File: src/rtl/ctrl_pkg.sv
// Shared constants for the fetch-stage PC: default geometry, reset vector,
// the PC next-value select encoding and a constant-foldable clog2.
package ctrl_pkg;

    localparam int PROG_CTR_WID_DEF = 10;
    localparam int STACK_DEPTH_DEF  = 8;
    localparam int RESET_VEC_DEF    = 0;

    localparam logic [1:0] SEL_INC  = 2'd0;
    localparam logic [1:0] SEL_HOLD = 2'd1;
    localparam logic [1:0] SEL_TGT  = 2'd2;
    localparam logic [1:0] SEL_POP  = 2'd3;

    function automatic int clog2(input int n);
        int r;
        r = 0;
        for (int i = 0; i < 31; i++) begin
            if ((1 << i) < n) r = i + 1;
        end
        return r;
    endfunction

endpackage

File: src/rtl/ctrl_ret_stack.sv
// Circular return-address LIFO with push/pop/replace and sticky ovf/unf.
// State updates on the clock edge; a push when full overwrites the oldest entry.
module ctrl_ret_stack
    import ctrl_pkg::*;
#(
    parameter int WID   = PROG_CTR_WID_DEF,
    parameter int DEPTH = STACK_DEPTH_DEF
) (
    input  logic                         clk,
    input  logic                         reset,
    input  logic                         push,
    input  logic                         pop,
    input  logic                         replace,
    input  logic [WID-1:0]               din,
    output logic [WID-1:0]               top,
    output logic [clog2(DEPTH+1)-1:0]    cnt,
    output logic                         full,
    output logic                         empty,
    output logic                         ovf,
    output logic                         unf
);

    localparam int PTR_W = clog2(DEPTH);
    localparam int CNT_W = clog2(DEPTH + 1);
    localparam logic [PTR_W-1:0] PTR_ONE = PTR_W'(1);
    localparam logic [CNT_W-1:0] CNT_ONE = CNT_W'(1);
    localparam logic [CNT_W-1:0] CNT_MAX = CNT_W'(DEPTH);

    logic [WID-1:0]   mem_q [DEPTH];
    logic [PTR_W-1:0] sp_q, sp_d, sp_m1;
    logic [CNT_W-1:0] cnt_q, cnt_d;
    logic             ovf_q, ovf_d, unf_q, unf_d;
    logic             wr_en;
    logic [PTR_W-1:0] wr_idx;

    assign sp_m1 = sp_q - PTR_ONE;
    assign empty = (cnt_q == '0);
    assign full  = (cnt_q == CNT_MAX);
    assign top   = empty ? '0 : mem_q[sp_m1];
    assign cnt   = cnt_q;
    assign ovf   = ovf_q;
    assign unf   = unf_q;

    always_comb begin
        sp_d   = sp_q;
        cnt_d  = cnt_q;
        ovf_d  = ovf_q;
        unf_d  = unf_q;
        wr_en  = 1'b0;
        wr_idx = sp_q;
        if (replace) begin
            // Replacing on an empty stack degenerates into a plain push.
            wr_en = 1'b1;
            if (empty) begin
                sp_d  = sp_q + PTR_ONE;
                cnt_d = CNT_ONE;
            end else begin
                wr_idx = sp_m1;
            end
        end else if (push) begin
            wr_en = 1'b1;
            sp_d  = sp_q + PTR_ONE;
            if (full) ovf_d = 1'b1;
            else      cnt_d = cnt_q + CNT_ONE;
        end else if (pop) begin
            if (empty) begin
                unf_d = 1'b1;
            end else begin
                sp_d  = sp_m1;
                cnt_d = cnt_q - CNT_ONE;
            end
        end
    end

    always_ff @(posedge clk) begin
        if (reset) begin
            sp_q  <= '0;
            cnt_q <= '0;
            ovf_q <= 1'b0;
            unf_q <= 1'b0;
        end else begin
            sp_q  <= sp_d;
            cnt_q <= cnt_d;
            ovf_q <= ovf_d;
            unf_q <= unf_d;
        end
    end

    always_ff @(posedge clk) begin
        if (wr_en) mem_q[wr_idx] <= din;
    end

endmodule

File: src/rtl/ctrl_pc_ret_stack.sv
// Fetch PC with EX redirects (branch/call/return) and an integrated return stack.
// Redirects land one cycle after sampling; stall freezes sequential fetch only.
module ctrl_pc_ret_stack
    import ctrl_pkg::*;
#(
    parameter int                      PROG_CTR_WID = PROG_CTR_WID_DEF,
    parameter int                      STACK_DEPTH  = STACK_DEPTH_DEF,
    parameter logic [PROG_CTR_WID-1:0] RESET_VEC    = PROG_CTR_WID'(RESET_VEC_DEF)
) (
    input  logic                              clk,
    input  logic                              reset,
    input  logic                              stall,
    input  logic                              branch_taken_EX,
    input  logic                              call_EX,
    input  logic                              ret_EX,
    input  logic [PROG_CTR_WID-1:0]           nxt_prog_ctr_EX,
    input  logic [PROG_CTR_WID-1:0]           ret_addr_EX,
    output logic [PROG_CTR_WID-1:0]           prog_ctr,
    output logic [PROG_CTR_WID-1:0]           stack_top,
    output logic [clog2(STACK_DEPTH+1)-1:0]   stack_cnt,
    output logic                              stack_full,
    output logic                              stack_empty,
    output logic                              stack_ovf,
    output logic                              stack_unf
);

    localparam logic [PROG_CTR_WID-1:0] PC_ONE = PROG_CTR_WID'(1);

    logic [PROG_CTR_WID-1:0] prog_ctr_q, prog_ctr_d;
    logic [1:0]              sel;
    logic                    push, pop, replace;

    always_comb begin
        sel     = SEL_INC;
        push    = 1'b0;
        pop     = 1'b0;
        replace = 1'b0;
        if (call_EX && ret_EX) begin
            replace = 1'b1;
            sel     = SEL_TGT;
        end else if (call_EX) begin
            push = 1'b1;
            sel  = SEL_TGT;
        end else if (ret_EX) begin
            // An empty-stack return falls back to the EX target.
            pop = 1'b1;
            sel = stack_empty ? SEL_TGT : SEL_POP;
        end else if (branch_taken_EX) begin
            sel = SEL_TGT;
        end else if (stall) begin
            sel = SEL_HOLD;
        end
    end

    always_comb begin
        prog_ctr_d = prog_ctr_q + PC_ONE;
        case (sel)
            SEL_HOLD: prog_ctr_d = prog_ctr_q;
            SEL_TGT:  prog_ctr_d = nxt_prog_ctr_EX;
            SEL_POP:  prog_ctr_d = stack_top;
            default:  prog_ctr_d = prog_ctr_q + PC_ONE;
        endcase
    end

    always_ff @(posedge clk) begin
        if (reset) prog_ctr_q <= RESET_VEC;
        else       prog_ctr_q <= prog_ctr_d;
    end

    assign prog_ctr = prog_ctr_q;

    ctrl_ret_stack #(
        .WID   (PROG_CTR_WID),
        .DEPTH (STACK_DEPTH)
    ) u_ret_stack (
        .clk     (clk),
        .reset   (reset),
        .push    (push),
        .pop     (pop),
        .replace (replace),
        .din     (ret_addr_EX),
        .top     (stack_top),
        .cnt     (stack_cnt),
        .full    (stack_full),
        .empty   (stack_empty),
        .ovf     (stack_ovf),
        .unf     (stack_unf)
    );

endmodule

File: config.mk
export PLATFORM = sky130hd
export DESIGN_NAME = ctrl_pc_ret_stack
export DESIGN_NICKNAME = d
export VERILOG_FILES = /design/src/rtl/ctrl_pkg.sv /design/src/rtl/ctrl_ret_stack.sv /design/src/rtl/ctrl_pc_ret_stack.sv
export SDC_FILE = /design/constraint.sdc
export NUM_CORES = 1
export LEC_CHECK = 0
export BUFFER_PORTS_ARGS = -buffer_cell sky130_fd_sc_hd__buf_2
export CORE_MARGIN = 2
export CORE_UTILIZATION = 45
export CTS_CLUSTER_SIZE = 8
export DETAILED_ROUTE_END_ITERATION = 7
export PLACE_DENSITY = 0.68
export SKIP_LAST_GASP = 1
export SLEW_MARGIN = 20
export SYNTH_ARGS = -nofsm -noshare
export SYNTH_HDL_FRONTEND = slang
export SYNTH_SLANG_ARGS = --single-unit
export TNS_END_PERCENT = 20
File: constraint.sdc
create_clock -name clk -period 3.2 [get_ports clk]
set_clock_uncertainty 0.2 [all_clocks]
set_input_delay 0.64 -clock clk [delete_from_list [all_inputs] [get_ports clk]]
set_output_delay 0.64 -clock clk [all_outputs]
set_load 0.01 [all_outputs]
==> reports/results.txt <==
Antenna diode count = 0
WP data arrival = 2.26 ns
Crit share post-route = 0.9698
CTS buffer count = 9
Fmax = 322.2 MHz
R2R depth = 7
Leakage power = 1.974 nW
I/O Buffers = 53
Count of cell types in the netlist = 51
Syn Area/Cell = 13.97 sq um
Post-CTS Setup Bufs = 0
CP required = 2.36 ns
Most frequent cells in the layout = 80 x edfxtp_1, 53 x buf_2, 32 x nor2_1
Crit start category = register
#FFs+latches synth = 99
Layout cells sized above 1 = 0.3136
Initial Utilization = 0.4560
Router iterations before antenna repair = 6
Num ports = 54
Worst hold endpoint = u_ret_stack.unf
Logic pwr share = 0.440
Yosys warning count = 0
Final Cell Area = 5368 sq um
Final ANT Viol Nets = 0
Placed instance area = 5137 sq um
Clock power share = 0.175
Core Region = 10140 sq um
Clock sinks = 99
Period minus WS final = 3.103 ns
Die Y-Extent = 105.4 um
Routed vias/inst = 5.532
Largest net degree at the start of global routing = 28
Final Non-Filler Cells = 541
Ys async rst share = 0
Syn Inst Count = 331
Average routed wire per standard cell = 17.90 um
Clk pin slew, worst setup/hold paths = 0.10 ns
Slew headroom = 0.7295
1st-iter DRT viols = 270
Synth-to-Final Area Change = 16.10%
Pre-CTS WS = 0.2070 ns
GRT overflow = 0
Setup ws final = 0.09655 ns
Crit end category = output pin
Row cnt = 37
First-pass GRT wire length = 15050 um
CTS tree = done
Endpoints failing setup = 0
Worst hold path class = register to register
Vias = 2993
Actual slew at the worst max-slew pin = 0.4057 ns
# H-tree levels = 3
Worst-path fanout max = 7
Hold depth = 2
Filler cell count = 840
P_int = 0.002906 W
Clock latency on the worst-skew pair = 0.37 ns
R2r endpoint = u_ret_stack.mem_q[1][7]
Vias in the first global route = 2880
Status = finished clean
P_sw = 0.001602 W
Post-synth EDFFs = 80
Max clock buf depth = 2
Die Width = 105.4 um
Post-Syn Area = 4623 sq um
Seq pwr share = 0.385
Reg-to-Reg Start = u_ret_stack.cnt[3]
Final WL = 9682 um
Max Cap Violations = 0
Area of the die = 11100 sq um
Worst R2R Setup Slack = 0.45 ns
Synth Net Count = 368
Peak VDD IR = 294.7 uV
Nets = 437
Unrepaired setup endpoints after global routing = false
Post-DP HPWL = 6805 um
Post-cts resize count = 3
Initial antenna violation count = 0
CTS Root Cell = clkbuf_8
Slew Limit Fails = 0
Fin util = 0.5294
Hold Violations, Final = 0
Pwr dens = 839.8 nW/um^2
# DRC = 0
Ys flop type = edfxtp_1
Commonest non-fill, non-tap cell in the layout = edfxtp_1
Gr usage total = 0.1791
Placed insts = 525
Critical Setup Path Class = register to output pin
Post-synthesis sequential area ratio = 0.6019
HP Start = u_ret_stack.unf
Switching share of power = 0.3554
RePlAce Congestion = 0.8378
CTS hold repair buffers = 0
==> state kept, by name, summed over array words and instances, names as in the netlist <==
register	flops
u_ret_stack.ovf	1
u_ret_stack.mem_q	80
u_ret_stack.cnt	4
u_ret_stack.sp_q	3
u_ret_stack.unf	1
prog_ctr	10
==> how the worst max path moves through the flow <==
stage                     slack [ns]                start  cells after the start                 end
after floorplan                 0.03  u_ret_stack.sp_q[0]                      9        stack_top[1]
after global placement          0.30               ret_EX                     10  u_ret_stack.cnt[3]
after detailed placement        0.21               ret_EX                     10  u_ret_stack.cnt[3]
after CTS                     -0.006  u_ret_stack.sp_q[1]                      7        stack_top[6]
after global routing            0.01  u_ret_stack.sp_q[0]                      5        stack_top[8]
final                            0.1  u_ret_stack.sp_q[1]                      7        stack_top[8]
==> cell usage after synthesis, drive strengths merged, types with 2 or more instances <==
| cell | count | area share |
|---|---|---|
| nor3b | 2 | 0.0032 |
| buf | 11 | 0.015 |
| xor2 | 4 | 0.0076 |
| xnor2 | 8 | 0.015 |
| o21ai | 15 | 0.016 |
| nor3 | 4 | 0.0043 |
| nand2b | 4 | 0.0054 |
| and4 | 2 | 0.0038 |
| and3 | 3 | 0.0051 |
| a211oi | 6 | 0.0097 |
| a22oi | 7 | 0.011 |
| a21oi | 13 | 0.014 |
| nand2 | 14 | 0.011 |
| mux2i | 6 | 0.013 |
| nand3 | 4 | 0.0043 |
| a31oi | 4 | 0.0054 |
| inv | 12 | 0.0097 |
| clkbuf | 7 | 0.0057 |
| a22o | 2 | 0.0038 |
| nand3b | 2 | 0.0032 |
| ha | 10 | 0.027 |
| edfxtp | 80 | 0.52 |
| mux4 | 19 | 0.093 |
| and2 | 6 | 0.0081 |
| a221oi | 4 | 0.010 |
| a311oi | 4 | 0.0076 |
| mux2 | 7 | 0.017 |
| a21boi | 2 | 0.0032 |
| nor2 | 33 | 0.030 |
| o31ai | 5 | 0.0081 |
| dfxtp | 19 | 0.082 |
==> kinds of logic (layout without fill, tap and decap cells) <==
kind of cell	count (synthesis)	after routing	synth area share
flip-flops	99	99	0.6019
XOR/XNOR	12	12	0.02273
AND/OR/NAND/NOR	80	80	0.09121
adder cells (fa/ha/maj)	11	11	0.03139
buffers and inverters	30	104	0.03004
AO/OA/AOI/OAI	67	67	0.1001
multiplexers	32	32	0.1226
==> per-layer routing <==
layer	track usage	vias up	wire length (um)	share of wire
met2	0.2839	100	4657	0.48
met3	0.04453	11	543	0.056
met5	0	-	0	0
met4	0.06381	0	129	0.013
met1	0.2410	1469	4351	0.45
li1	-	1413	-	-
==> cell type report <==
class | count | area [sq um] | share of cell area
multi-input combinational | 202 | 1725 | 0.3214
clock buffer | 11 | 131.4 | 0.02448
inverter | 12 | 45.04 | 0.008392
sequential | 99 | 2784 | 0.5186
clock inverter | 5 | 62.56 | 0.01166
timing repair buffer | 76 | 449.2 | 0.08368
tap | 136 | 170.2 | 0.03170
==> power by group through the flow <==
stage / combinational (W) / sequential (W) / clock [W]
floorplan: 0.00129 / 0.00175 / 0
CTS: 0.00195 / 0.00173 / 0.000810
finish: 0.00198 / 0.00174 / 0.000788
global route: 0.00214 / 0.00176 / 0.000868
detailed placement: 0.00192 / 0.00176 / 0
global placement: 0.00191 / 0.00175 / 0
==> metrics by stage <==
step | setup TNS [ns] | hold WS (ns) | power [W]
finish | 0 | 0.2734 | 0.004508
global route | 0 | 0.2939 | 0.004762
CTS | -0.009771 | 0.2790 | 0.004497
detailed placement | 0 | 0.2551 | 0.003685
global placement | 0 | 0.2454 | 0.003660
floorplan | 0 | 0.3032 | 0.003044
==> worst max-delay path, stage by stage (launching register included) <==
cell,delay [ns]
dfxtp_2,0.38
inv_1,0.10
ha_4,0.29
buf_4,0.16
mux4_2,0.34
mux2_2,0.31
and2_1,0.17
buf_2,0.14
No activity file was read; power rests on OpenSTA's default activity.
